===== config.mk =====
export PLATFORM = sky130hd
export DESIGN_NAME = conv2d_engine
export DESIGN_NICKNAME = d
export VERILOG_FILES = /design/src/rtl/conv_pkg.sv /design/src/rtl/conv_mac.sv /design/src/rtl/conv2d_engine.sv
export SDC_FILE = /design/constraint.sdc
export NUM_CORES = 2
export LEC_CHECK = 0
export CAP_MARGIN = 20
export CORE_AREA = 3 3 371 373
export CTS_CLUSTER_SIZE = 40
export DETAILED_ROUTE_END_ITERATION = 12
export DIE_AREA = 0 0 374 376
export HOLD_SLACK_MARGIN = 0.06
export PLACE_DENSITY = 0.72
export SKIP_LAST_GASP = 1
export SLEW_MARGIN = 15
export SYNTH_ARGS = -nofsm -noshare
export SYNTH_HDL_FRONTEND = slang
export SYNTH_HIERARCHICAL = 1
export SYNTH_SLANG_ARGS = --single-unit
export TNS_END_PERCENT = 30

===== constraint.sdc =====
create_clock -name clk -period 15.6 [get_ports clk]
set_clock_uncertainty 0.05 [all_clocks]
set_input_delay 3.12 -clock clk [delete_from_list [all_inputs] [get_ports clk]]
set_output_delay 3.12 -clock clk [all_outputs]
set_load 0.02 [all_outputs]

===== src/rtl/conv_pkg.sv =====
// Shared types and helpers for the 2-D convolution engine.
package conv_pkg;

  typedef enum logic [2:0] {IDLE, LDF, PIX, WR, DONE} state_t;

  // Width used for the generic saturation helper; must cover any ACC_W in use.
  localparam int MAXW = 128;

  function automatic int calc_oh(input int img_h, input int k);
    return img_h - k + 1;
  endfunction

  function automatic int calc_ow(input int img_w, input int k);
    return img_w - k + 1;
  endfunction

  function automatic int calc_ntap(input int k);
    return k * k;
  endfunction

  function automatic int calc_acc_w(input int dw, input int k);
    return 2 * dw + $clog2(k * k);
  endfunction

  // Clamp a sign-extended accumulator into the signed dw-bit range.
  function automatic logic signed [MAXW-1:0] sat_dw(input logic signed [MAXW-1:0] acc,
                                                   input int dw);
    logic signed [MAXW-1:0] hi, lo;
    hi = ({{(MAXW-1){1'b0}}, 1'b1} << (dw - 1)) - {{(MAXW-1){1'b0}}, 1'b1};
    lo = ~hi;
    if (acc > hi)      return hi;
    else if (acc < lo) return lo;
    else               return acc;
  endfunction

endpackage


===== src/rtl/conv_mac.sv =====
// Signed multiply-accumulate; products are sign-extended into the wide accumulator.
module conv_mac #(
  parameter int DW    = 32,
  parameter int ACC_W = 68
) (
  input  logic                    clk,
  input  logic                    rst,
  input  logic                    clr,
  input  logic                    en,
  input  logic [DW-1:0]           a,
  input  logic [DW-1:0]           b,
  output logic signed [ACC_W-1:0] acc
);

  logic signed [2*DW-1:0] w_ax, w_bx, w_prod;
  logic signed [ACC_W-1:0] r_acc;

  assign w_ax   = (2*DW)'($signed(a));
  assign w_bx   = (2*DW)'($signed(b));
  assign w_prod = w_ax * w_bx;
  assign acc    = r_acc;

  // Clear takes priority over accumulate.
  always_ff @(posedge clk or negedge rst) begin
    if (!rst)     r_acc <= '0;
    else if (clr) r_acc <= '0;
    else if (en)  r_acc <= r_acc + ACC_W'(w_prod);
  end

endmodule


===== src/rtl/conv2d_engine.sv =====
// Valid KxK convolution over a row-major image in single-port memory,
// with saturation and optional ReLU on each written pixel.
module conv2d_engine
  import conv_pkg::*;
#(
  parameter int DW    = 32,
  parameter int AW    = 7,
  parameter int K     = 3,
  parameter int IMG_W = 6,
  parameter int IMG_H = 6
) (
  input  logic          clk,
  input  logic          rst,
  input  logic          start,
  input  logic          relu_en,
  input  logic [AW-1:0] x,
  input  logic [AW-1:0] y,
  input  logic [AW-1:0] z,
  input  logic [DW-1:0] mem_out,
  output logic [AW-1:0] mem_index,
  output logic [DW-1:0] mem_in,
  output logic          mem_wr,
  output logic          busy,
  output logic          done
);

  localparam int OH    = calc_oh(IMG_H, K);
  localparam int OW    = calc_ow(IMG_W, K);
  localparam int NTAP  = calc_ntap(K);
  localparam int ACC_W = calc_acc_w(DW, K);
  localparam int TW    = $clog2(NTAP + 1);
  localparam int KW    = $clog2(K + 1);
  localparam int RW    = $clog2(OH + 1);
  localparam int CW    = $clog2(OW + 1);

  state_t r_state, w_next;

  logic [AW-1:0] r_x, r_y, r_z;
  logic          r_relu;
  logic [TW-1:0] r_tap;
  logic [KW-1:0] r_i, r_j;
  logic [RW-1:0] r_row;
  logic [CW-1:0] r_col;
  logic [DW-1:0] r_filt [NTAP];

  logic                    w_last_tap, w_last_pix, w_clr, w_en;
  logic [TW-1:0]           w_fidx;
  logic [DW-1:0]           w_fa, w_sat, w_res;
  logic [AW-1:0]           w_pix_addr, w_wr_addr;
  logic signed [ACC_W-1:0] w_acc;

  assign w_last_tap = (r_tap == TW'(NTAP));
  assign w_last_pix = (r_row == RW'(OH - 1)) && (r_col == CW'(OW - 1));
  // Tap t's data returns one cycle after issue, so it pairs with filt[t-1].
  assign w_fidx     = r_tap - TW'(1);
  assign w_fa       = (r_tap != '0) ? r_filt[w_fidx] : '0;
  assign w_clr      = (r_state == PIX) && (r_tap == '0);
  assign w_en       = (r_state == PIX) && (r_tap != '0);

  assign w_pix_addr = r_y + AW'((32'(r_row) + 32'(r_i)) * 32'(IMG_W) + 32'(r_col) + 32'(r_j));
  assign w_wr_addr  = r_z + AW'(32'(r_row) * 32'(OW) + 32'(r_col));
  assign w_sat      = DW'(sat_dw(MAXW'(w_acc), DW));
  assign w_res      = (r_relu && w_sat[DW-1]) ? '0 : w_sat;

  conv_mac #(.DW(DW), .ACC_W(ACC_W)) u_mac (
    .clk (clk),
    .rst (rst),
    .clr (w_clr),
    .en  (w_en),
    .a   (w_fa),
    .b   (mem_out),
    .acc (w_acc)
  );

  // State register.
  always_ff @(posedge clk or negedge rst) begin
    if (!rst) r_state <= IDLE;
    else      r_state <= w_next;
  end

  // Next-state and memory-port decode; the port is idle unless an access is issued.
  always_comb begin
    w_next    = r_state;
    mem_index = '0;
    mem_in    = '0;
    mem_wr    = 1'b0;
    busy      = (r_state != IDLE);
    done      = (r_state == DONE);
    case (r_state)
      IDLE: if (start) w_next = LDF;
      LDF: begin
        if (w_last_tap) w_next = PIX;
        else            mem_index = r_x + AW'(r_tap);
      end
      PIX: begin
        if (w_last_tap) w_next = WR;
        else            mem_index = w_pix_addr;
      end
      WR: begin
        mem_wr    = 1'b1;
        mem_index = w_wr_addr;
        mem_in    = w_res;
        w_next    = w_last_pix ? DONE : PIX;
      end
      DONE:    w_next = IDLE;
      default: w_next = IDLE;
    endcase
  end

  // Job parameters, tap/pixel counters and filter capture.
  always_ff @(posedge clk or negedge rst) begin
    if (!rst) begin
      r_x    <= '0;
      r_y    <= '0;
      r_z    <= '0;
      r_relu <= 1'b0;
      r_tap  <= '0;
      r_i    <= '0;
      r_j    <= '0;
      r_row  <= '0;
      r_col  <= '0;
      for (int t = 0; t < NTAP; t++) r_filt[t] <= '0;
    end else begin
      case (r_state)
        IDLE: if (start) begin
          r_x    <= x;
          r_y    <= y;
          r_z    <= z;
          r_relu <= relu_en;
          r_tap  <= '0;
          r_i    <= '0;
          r_j    <= '0;
          r_row  <= '0;
          r_col  <= '0;
        end
        LDF: begin
          if (r_tap != '0) r_filt[w_fidx] <= mem_out;
          r_tap <= w_last_tap ? '0 : r_tap + TW'(1);
        end
        PIX: begin
          if (w_last_tap) begin
            r_tap <= '0;
            r_i   <= '0;
            r_j   <= '0;
          end else begin
            r_tap <= r_tap + TW'(1);
            if (r_j == KW'(K - 1)) begin
              r_j <= '0;
              r_i <= r_i + KW'(1);
            end else begin
              r_j <= r_j + KW'(1);
            end
          end
        end
        WR: begin
          if (r_col == CW'(OW - 1)) begin
            r_col <= '0;
            r_row <= r_row + RW'(1);
          end else begin
            r_col <= r_col + CW'(1);
          end
        end
        default: ;
      endcase
    end
  end

endmodule


==> impl_metrics.env <==
export IMPL_endpoint_kind="register"
export IMPL_worst_path_buf_inv=11
export IMPL_overflow=0
export IMPL_min_from="r_filt[122]$_DFFE_PN0P_"
export IMPL_cts_root_buf="clkbuf_16"
export IMPL_final_util_pct=48.5
export IMPL_max_cap_viol_count=0
export IMPL_yosys_top_cells_area="fa_1 (42%), dfrtp_1 (16%), inv_1 (8.3%)"
export IMPL_cts_num_sinks=395
export IMPL_synth_cell_type_count=86
export IMPL_drtIter0Drc=2705
export IMPL_drv_slew=0
export IMPL_antenna_found_initial=4
export IMPL_synth_most_common_cell="inv_1"
export IMPL_syn_area_um2=60500
export IMPL_grt_max_degree=176
export IMPL_relSlewSlack_pct=22.2
export IMPL_start_kind="register"
export IMPL_cts_buffer_depth=3
export IMPL_final_nets=7395
export IMPL_cp_slowest_stage_delay_ps=920
export IMPL_yosys_warnings=6
export IMPL_drive_gt1_share_pct=10.6
export IMPL_yosys_register_bits=395
export IMPL_placementRows=135
export IMPL_wl_per_cell_um=20.8
export IMPL_fmax_mhz=83.0
export IMPL_clock_latency_ps=630
export IMPL_syn_nets=7454
export IMPL_postCtsSetupBuffers=0
export IMPL_r2r_cells=34
export IMPL_cts_made_buffers=48
export IMPL_synth_edff_count=0
export IMPL_arrival_ps=12540
export IMPL_fp_dieW_um=374
export IMPL_finalCritPeriodShare_pct=77.2
export IMPL_drtAntennaViolNets=0
export IMPL_place_ws_ps=3630
export IMPL_syn_avg_cell_area_um2=10.3
export IMPL_crit_cells=34
export IMPL_yosys_area_top_type="fa_1"
export IMPL_crit_start="r_tap[0]$_DFFE_PN0P_"
export IMPL_start_util_pct=44.9
export IMPL_hold_class="reg -> reg"
export IMPL_cp_required_ps=16100
export IMPL_rsz0062_at_grt="false"
export IMPL_viasPerCell=5.41
export IMPL_synth_top_cells_by_count="inv_1 (1,332), fa_1 (1,261), nand2_1 (622)"
export IMPL_vias=41300
export IMPL_syn_inst=5872
export IMPL_drc=0
export IMPL_critPathKind="reg -> reg"
export IMPL_regToRegSetupSlack_ps=3560
export IMPL_grt_first_pass_wirelength_um=258000
export IMPL_synthArstFlopShare_pct=100
export IMPL_regToRegStartpoint="r_tap[0]$_DFFE_PN0P_"
export IMPL_track_usage_pct=23.3
export IMPL_wl_um=159000
export IMPL_cts_repair_resized=0
export IMPL_status="finished, final reports clean"
export IMPL_worst_pin_slew_ps=1170
export IMPL_ys_flop_type="dfrtp_1"
export IMPL_hold_violations=0
export IMPL_crit_family="adder cells"
export IMPL_period_needed_ps=12040
export IMPL_cts_tree="built"
export IMPL_core_area_um2=135000
export IMPL_r2r_end="u_mac/acc[65]$_DFFE_PN0P_"
export IMPL_area_growth_pct=8.20
export IMPL_routabilityCongestion=0.910
export IMPL_setup_violations_final=0
export IMPL_cts_hold_buf=0
export IMPL_finalSetupTns_ps=0
export IMPL_setup_slack_ps=3560
export IMPL_die_y_um=376
export IMPL_path_clk_slew_ps=60
export IMPL_dp_hpwl_um=120000
export IMPL_port_buffers=98
export IMPL_ios=99
export IMPL_cpMaxStageDelayCell="dfrtp_4"
export IMPL_crit_end="u_mac/acc[65]$_DFFE_PN0P_"
export IMPL_first_global_vias=46300
export IMPL_yosysSeqAreaShare_pct=16.3
export IMPL_first_pass_iters=5
export IMPL_cp_max_fo=42
export IMPL_fill_cells=12100
export IMPL_netlist_area_leader_share_pct=41.7
export IMPL_ctsHtreeMaxLevel=2
export IMPL_die_area_um2=141000
## registers in the layout, summed over array words and instances, names as in the netlist
signal	flops
r_col	3
r_filt	288
r_i	2
r_j	2
r_relu	1
r_row	3
r_state	3
r_tap	4
r_x	7
r_y	7
r_z	7
u_mac/acc	68
## area by class of cell
cell class              instances  area, um^2  share of cell area [%]
diodes                          3        7.51                  0.0115
clock buffers                  65        1390                    2.12
clock inverters                22         382                   0.583
inverters                    1333        5000                    7.64
multi-input cells            3838       44900                    68.5
flip-flops and latches        395        9890                    15.1
well taps                    1781        2230                    3.40
repair buffers                197        1750                    2.67
## per-layer routing
layer / share of wire (%) / track usage [%] / wire, um
met5: 0 / 0 / 0
met1: 39 / 29.3 / 61700
met3: 5.4 / 2.90 / 8610
met2: 51 / 40.6 / 81000
met4: 4.8 / 9.99 / 7690
## layout by cell type, fill, tap and decap left out, types with 95 or more instances in the layout
master   netlist  layout
ha_1         264     263
nor2_1       124     120
inv_1       1332    1331
and2_1       471     471
dfrtp_1      395     394
buf_4         24      95
nand2_1      622     621
a21oi_1      111     111
mux2_2       298     298
fa_1        1261    1261
## stage by stage
| stage | hold WS, ps | std cells | instance area (um^2) |
|---|---|---|---|
| final | 441 | 7634 | 65500 |
| after global placement | 419 | 7541 | 63700 |
| after global routing | 461 | 7631 | 65500 |
| after floorplan | 409 | 5872 | 60500 |
| after CTS | 443 | 7628 | 65400 |
| after detailed placement | 431 | 7541 | 63700 |
## kinds of logic (layout without fill, tap and decap cells)
family / Yosys count / count (layout) / share of synthesized area (%)
AND/OR/NAND/NOR: 1368 / 1368 / 11.1
flip-flops: 395 / 395 / 16.3
XOR/XNOR: 88 / 88 / 1.27
AO/OA/AOI/OAI: 413 / 413 / 4.53
adder cells (fa/ha/maj): 1525 / 1525 / 47.1
multiplexers: 444 / 444 / 9.31
buffers and inverters: 1639 / 1617 / 10.4
other: 0 / 3 / 0
## worst min path at each step
stage | endpoint | slack [ps] | cells after the start
after detailed placement | r_filt[122]$_DFFE_PN0P_ | 430 | 1
after floorplan | r_filt[122]$_DFFE_PN0P_ | 410 | 1
final | r_filt[122]$_DFFE_PN0P_ | 440 | 1
after global placement | r_filt[96]$_DFFE_PN0P_ | 420 | 1
after global routing | r_filt[157]$_DFFE_PN0P_ | 460 | 1
after CTS | r_filt[122]$_DFFE_PN0P_ | 440 | 1
Power is not shown: default switching activity piles up to over one toggle a cycle in this logic, so the estimate is an artifact.
